**src/rtl/lsu_pkg.sv**
```systemverilog
// Shared encodings for the memory-stage load/store unit: funct3 codes, FSM states,
// byte-enable patterns and small helpers for access sizing and alignment.
package lsu_pkg;

    localparam logic [2:0] F3_B  = 3'b000;
    localparam logic [2:0] F3_H  = 3'b001;
    localparam logic [2:0] F3_W  = 3'b010;
    localparam logic [2:0] F3_BU = 3'b100;
    localparam logic [2:0] F3_HU = 3'b101;

    typedef enum logic [1:0] {
        IDLE = 2'd0,
        REQ  = 2'd1,
        DONE = 2'd2
    } lsu_state_e;

    typedef enum logic [1:0] {
        SZ_BYTE = 2'd0,
        SZ_HALF = 2'd1,
        SZ_WORD = 2'd2
    } access_size_e;

    localparam logic [3:0] BE_BYTE = 4'b0001;
    localparam logic [3:0] BE_HALF = 4'b0011;
    localparam logic [3:0] BE_WORD = 4'b1111;

    // Unlisted funct3 codes fall through to a full-word access.
    function automatic access_size_e access_size(input logic [2:0] funct3);
        case (funct3)
            F3_B, F3_BU: return SZ_BYTE;
            F3_H, F3_HU: return SZ_HALF;
            default:     return SZ_WORD;
        endcase
    endfunction

    function automatic logic [3:0] byte_enable(input access_size_e size,
                                               input logic [1:0]   offset);
        case (size)
            SZ_BYTE: return BE_BYTE << offset;
            SZ_HALF: return BE_HALF << {offset[1], 1'b0};
            default: return BE_WORD;
        endcase
    endfunction

    function automatic logic misaligned(input access_size_e size,
                                        input logic [1:0]   offset);
        case (size)
            SZ_BYTE: return 1'b0;
            SZ_HALF: return offset[0];
            default: return offset != 2'b00;
        endcase
    endfunction

endpackage

```
**src/rtl/lsu_load_ext.sv**
```systemverilog
// Load data lane select and sign/zero extension from the raw bus word,
// the byte offset of the access and its funct3.
module lsu_load_ext
    import lsu_pkg::*;
(
    input  logic [31:0] rdata,
    input  logic [1:0]  offset,
    input  logic [2:0]  funct3,
    output logic [31:0] result
);

    logic [7:0]  byte_lane;
    logic [15:0] half_lane;

    always_comb begin
        byte_lane = rdata[7:0];
        case (offset)
            2'd0:    byte_lane = rdata[7:0];
            2'd1:    byte_lane = rdata[15:8];
            2'd2:    byte_lane = rdata[23:16];
            default: byte_lane = rdata[31:24];
        endcase
        half_lane = offset[1] ? rdata[31:16] : rdata[15:0];
    end

    always_comb begin
        result = rdata;
        case (funct3)
            F3_B:    result = {{24{byte_lane[7]}}, byte_lane};
            F3_H:    result = {{16{half_lane[15]}}, half_lane};
            F3_BU:   result = {24'h0, byte_lane};
            F3_HU:   result = {16'h0, half_lane};
            default: result = rdata;
        endcase
    end

endmodule

```
**src/rtl/lsu_mem_stage.sv**
```systemverilog
// Memory-stage load/store unit: issues one data-bus transaction per load/store and
// stalls the pipeline until it completes. Optional macro LSU_MISALIGN_TRAP_EN adds misalign_m_o.
//
// state | meaning
// IDLE  | no transaction; a new load/store registers the bus fields and raises req
// REQ   | request outstanding, bus outputs held until ack
// DONE  | one unstalled cycle while the M/WB register captures read_data_m_o
module lsu_mem_stage
    import lsu_pkg::*;
#(
    parameter int ADDRESS_WIDTH = 32,
    parameter int DATA_WIDTH    = 32
) (
    input  logic                     clk,
    input  logic                     rst_n,
    input  logic                     mem_read_m_i,
    input  logic                     mem_write_m_i,
    input  logic [2:0]               funct3_m_i,
    input  logic [ADDRESS_WIDTH-1:0] alu_result_m_i,
    input  logic [DATA_WIDTH-1:0]    write_data_m_i,
    input  logic                     flush_m_i,
    output logic [DATA_WIDTH-1:0]    read_data_m_o,
    output logic                     stall_m_o,
    output logic                     dmem_req_o,
    output logic                     dmem_we_o,
    output logic [ADDRESS_WIDTH-1:0] dmem_addr_o,
    output logic [3:0]               dmem_be_o,
    output logic [DATA_WIDTH-1:0]    dmem_wdata_o,
    input  logic [DATA_WIDTH-1:0]    dmem_rdata_i,
    input  logic                     dmem_ack_i
`ifdef LSU_MISALIGN_TRAP_EN
    ,
    output logic                     misalign_m_o
`endif
);

    lsu_state_e   state;
    lsu_state_e   state_next;
    logic         op;
    access_size_e size;
    logic [3:0]   be_next;
    logic [DATA_WIDTH-1:0] wdata_next;
    logic         misalign_now;
    logic [1:0]   offset_q;
    logic [2:0]   funct3_q;
    logic [31:0]  load_data;

    assign op      = (mem_read_m_i | mem_write_m_i) & ~flush_m_i;
    assign size    = access_size(funct3_m_i);
    assign be_next = byte_enable(size, alu_result_m_i[1:0]);

    always_comb begin
        wdata_next = write_data_m_i;
        case (size)
            SZ_BYTE: wdata_next = {4{write_data_m_i[7:0]}};
            SZ_HALF: wdata_next = {2{write_data_m_i[15:0]}};
            default: wdata_next = write_data_m_i;
        endcase
    end

`ifdef LSU_MISALIGN_TRAP_EN
    logic misalign_q;

    assign misalign_now = misaligned(size, alu_result_m_i[1:0]);
    assign misalign_m_o = (state == DONE) & misalign_q;
`else
    // Misaligned low bits are simply dropped by the aligned address and lane select.
    assign misalign_now = 1'b0;
`endif

    always_ff @(posedge clk) begin
        if (!rst_n) begin
            state <= IDLE;
        end else begin
            state <= state_next;
        end
    end

    always_comb begin
        state_next = state;
        case (state)
            IDLE: begin
                if (op) begin
                    state_next = misalign_now ? DONE : REQ;
                end
            end
            REQ: begin
                if (dmem_ack_i) begin
                    state_next = DONE;
                end
            end
            DONE:    state_next = IDLE;
            default: state_next = IDLE;
        endcase
    end

    assign stall_m_o = ((state == IDLE) & op) | (state == REQ);

    lsu_load_ext u_load_ext (
        .rdata  (dmem_rdata_i),
        .offset (offset_q),
        .funct3 (funct3_q),
        .result (load_data)
    );

    always_ff @(posedge clk) begin
        if (!rst_n) begin
            dmem_req_o    <= 1'b0;
            dmem_we_o     <= 1'b0;
            dmem_addr_o   <= '0;
            dmem_be_o     <= '0;
            dmem_wdata_o  <= '0;
            read_data_m_o <= '0;
            offset_q      <= '0;
            funct3_q      <= '0;
`ifdef LSU_MISALIGN_TRAP_EN
            misalign_q    <= 1'b0;
`endif
        end else begin
            case (state)
                IDLE: begin
                    if (op) begin
`ifdef LSU_MISALIGN_TRAP_EN
                        misalign_q <= misalign_now;
`endif
                        if (misalign_now) begin
                            read_data_m_o <= '0;
                        end else begin
                            // A read+write collision resolves as a store.
                            dmem_req_o   <= 1'b1;
                            dmem_we_o    <= mem_write_m_i;
                            dmem_addr_o  <= {alu_result_m_i[ADDRESS_WIDTH-1:2], 2'b00};
                            dmem_be_o    <= be_next;
                            dmem_wdata_o <= wdata_next;
                            offset_q     <= alu_result_m_i[1:0];
                            funct3_q     <= funct3_m_i;
                        end
                    end
                end
                REQ: begin
                    if (dmem_ack_i) begin
                        dmem_req_o <= 1'b0;
                        if (!dmem_we_o) begin
                            read_data_m_o <= load_data;
                        end
                    end
                end
                default: ;
            endcase
        end
    end

endmodule
```
**config.mk**
```make
export PLATFORM = sky130hd
export DESIGN_NAME = lsu_mem_stage
export DESIGN_NICKNAME = d
export VERILOG_FILES = /design/src/rtl/lsu_pkg.sv /design/src/rtl/lsu_load_ext.sv /design/src/rtl/lsu_mem_stage.sv
export SDC_FILE = /design/constraint.sdc
export NUM_CORES = 1
export LEC_CHECK = 0
export ABC_AREA = 1
export BUFFER_PORTS_ARGS = -buffer_cell sky130_fd_sc_hd__buf_2
export CAP_MARGIN = 10
export CORE_MARGIN = 2
export CORE_UTILIZATION = 35
export CTS_BUF_LIST = sky130_fd_sc_hd__clkbuf_4
export CTS_CLUSTER_DIAMETER = 30
export DETAILED_ROUTE_END_ITERATION = 12
export GPL_ROUTABILITY_DRIVEN = 0
export PLACE_DENSITY = 0.72
export REMOVE_ABC_BUFFERS = 1
export SYNTH_ARGS = -nofsm -noshare
export SYNTH_HDL_FRONTEND = slang
export SYNTH_HIERARCHICAL = 1
export SYNTH_SLANG_ARGS = --single-unit
```
**constraint.sdc**
```tcl
create_clock -name clk -period 1.49 [get_ports clk]
set_clock_uncertainty 0.05 [all_clocks]
set_input_delay 0.2235 -clock clk [delete_from_list [all_inputs] [get_ports clk]]
set_output_delay 0.2235 -clock clk [all_outputs]
set_load 0.01 [all_outputs]
```
==> metrics.md <==
| Metric | Value |
|---|---|
| Initial Util | `around 36%` |
| Cell area after layout | `just under 7000 um2` |
| Clock share of power | `roughly a quarter` |
| Worst R2R Start | `offset_q[0]` |
| CP Launch Type | `flip-flop` |
| Initial antenna violation count | `1` |
| Worst Hold Class | `input port to flip-flop` |
| Setup WS pre-CTS | `0.000389 ns` |
| Register area share after synthesis | `a little over two fifths` |
| Critical path type | `flip-flop to primary output` |
| Clk buf depth | `2` |
| Routed WL | `15800 um` |
| Crit. End Element | `primary output` |
| Final Hold Fails | `0` |
| Post-synthesis average cell area | `approximately 7 um2` |
| Max-Cap Viols | `0` |
| Fillers | `about 1400` |
| Fmax | `0.675 GHz` |
| Unrepaired setup endpoints after global routing | `yes` |
| Internal cell power | `approximately 4.3 mW` |
| Pleak | `between 3 and 4 nW` |
| HPWL Detailed | `between 10000 and 15000 um` |
| Area of the multi-input gates | `2480 um2` |
| Synthesis warning total | `6` |
| FP Rows | `43` |
| Vias in the first global route | `around 5200` |
| Die Area | `about 15000 um2` |
| Status | `complete, no violations` |
| Number of synthesized register bits | `107` |
| CP Cell Sequence | `nor2_4 > nand2_2 > o21ai_1 > buf_2` |
| Critical path arrival | `between 1 and 1.5 ns` |
| Core area | `~14000 um2` |
| Setup violations, final | `0` |
| Via-to-Cell Ratio | `~4.8` |
| CP max stage cell | `dfxtp_2` |
| Initial drt markers | `454` |
| Skew-Pair Late Insertion Delay | `between 0.4 and 0.5 ns` |
| Largest net degree at the start of global routing | `61` |
| Grt ovf | `0` |
| CTS sink count | `~110` |
| Worst Hold Launch | `write_data_m_i[31]` |
| Post-Synthesis Cell Area | `just over 5000 um2` |
| Worst vdd ir | `roughly 0.00041 V` |
| FF/Latch Area | `about 2200 um2` |
| Root buffer selected by CTS | `clkbuf_4` |
| Layout cell share with drive strength beyond 1 | `between 30% and 40%` |
| DRT antenna net count | `0` |
| Placement Cell Area | `about 6300 um2` |
| Gr usage total | `approximately a fifth` |
| Syn-to-layout area delta | `38.2%` |
| Synth top area share | `42.5%` |
| Flop pwr share | `roughly 50%` |
| Pins Over Slew Limit | `0` |
| Hold WS | `between 0.04 and 0.05 ns` |
| Setup crit start | `state[0]` |
| Drt drc | `0` |
| Power per cell area | `just over 900 nW/um2` |
| Final #Nets | `between 1000 and 1500` |
| CTS tree | `built` |
| Crit path time final | `roughly 1.5 ns` |
| NetSw | `~2 mW` |
| Synth area leader | `dfxtp_1` |
| Drt pass-1 iters | `4` |
| H-Tree Level Count | `3` |
| Number of CTS-inserted buffers | `9` |
| Wirelength per Cell | `around 14 um` |
| Comb pwr share | `a little over a quarter` |
| Boundary Pins | `between 200 and 250` |
| Port bufs | `just over 200` |
| Worst-path clk slew | `0.15 ns` |
| Crit-path max cell delay | `around 0.36 ns` |
| CP max FO | `2` |
| Die X | `124 um` |
| Global-route wire length before repair | `25000 um` |
| Via Count | `about 5600` |
| Sw frac | `31.6%` |
| Post-Syn Instances | `approximately 730` |
| Final period utilization | `between 90% and 100%` |
| Die H | `about 120 um` |
| Final Power | `~6.3 mW` |
| CP required | `around 1.2 ns` |
| Library cells used by synthesis | `25` |
| Synth top area cells | `dfxtp_1 43%, nand2_1 12%, nor2_1 12%, o21ai_0 6.8%, a21oi_1 6.4%` |
| Setup slack after layout | `around 0.0090 ns` |
[cells in the mapped netlist, drive strengths merged]
cell type	count
inv	25
buf	37
nor2	170
clkbuf	16
dfxtp	107
a21oi	67
nor3	1
nand2	178
nand3	42
conb	1
o21ai	87
a31oi	1
nand3b	1
[kinds of logic (layout without fill, tap and decap cells)]
| family | count (synthesis) | count (layout) | synth area share, % |
|---|---|---|---|
| AOI/OAI and AO/OA | 155 | 155 | 15.6 |
| buffers and inverters | 78 | 329 | 8.64 |
| DFF | 107 | 107 | 42.5 |
| other | 1 | 3 | 0.0744 |
| and+or+nand+nor | 392 | 392 | 33.1 |
[layout by cell type, fill, tap and decap left out, types with 3 or more instances in the layout]
cell / n
dfxtp_2: 5
nor2_4: 3
inv_2: 5
dfxtp_1: 100
nand2_1: 165
clkbuf_4: 10
dlygate4sd3_1: 51
a21oi_2: 4
o21ai_1: 27
inv_1: 19
buf_4: 24
nand3_1: 30
o21ai_0: 60
buf_12: 7
buf_2: 205
nand3_2: 11
clkinv_2: 3
nor2_1: 163
nor2_2: 4
nand2_2: 13
a21oi_1: 63
[power groups by stage]
stage	Clock, mW	Combinational (mW)	Sequential (mW)
global placement	0	1.50	3.24
CTS	1.55	1.62	3.19
floorplan	0	0.695	3.35
global route	1.66	1.85	3.22
finish	1.48	1.66	3.19
detailed placement	0	1.51	3.25
[area by class of cell]
class | count | share of cell area, %
sequential | 107 | 31.0
timing repair buffer | 288 | 26.8
clock buffer | 10 | 1.08
antenna | 1 | 0.0359
inverter | 25 | 1.38
tap | 180 | 3.23
clock inverter | 6 | 0.808
multi-input combinational | 549 | 35.7
[metrics by stage]
step	util (%)	setup TNS [ns]	cells
2_1_floorplan	-	-49.18	681
3_3_place_gp	44.7	0	1094
3_5_place_dp	44.7	0	1094
4_1_cts	49.4	-0.0392	1162
5_1_grt	49.8	-0.105	1166
6_report	49.8	0	1166
[routing by layer]
layer	routed length (um)	global-route usage (%)	share of wire, %
met1	6670	25.5	42
met2	7440	34.7	47
met3	1460	6.00	9.3
met4	229	6.39	1.4
met5	0	0	0
[final timing paths]
kind | end | slack, ns | depth (start not counted)
min reg2reg | dmem_req_o | 0.43 | 2
max reg2reg | read_data_m_o[11] | 0.10 | 9
min | dmem_wdata_o[31] | 0.04 | 5
max | stall_m_o | 0.009 | 4
[registers in the layout, summed over array words and instances (netlist names)]
register	flops
funct3_q	3
dmem_be_o	4
offset_q	2
dmem_req_o	1
read_data_m_o	32
dmem_addr_o	30
dmem_we_o	1
dmem_wdata_o	32
state	2
[critical path, delay by kind of cell (launching register included)]
family,cells,cell delay [ns]
and+or+nand+nor,2,0.17
AOI/OAI and AO/OA,1,0.06
buffers and inverters,1,0.15
DFF,1,0.36
[repair_timing]
item / in CTS / in global routing
hold buffers: 51 / 0
pin swaps: 1 / 0
buffers inserted: 1 / 3
endpoints found under the hold margin: 53 / 0
resized for setup: 6 / 18
setup endpoints to repair: 2 / 28
Power figures use the tool's default switching activity.
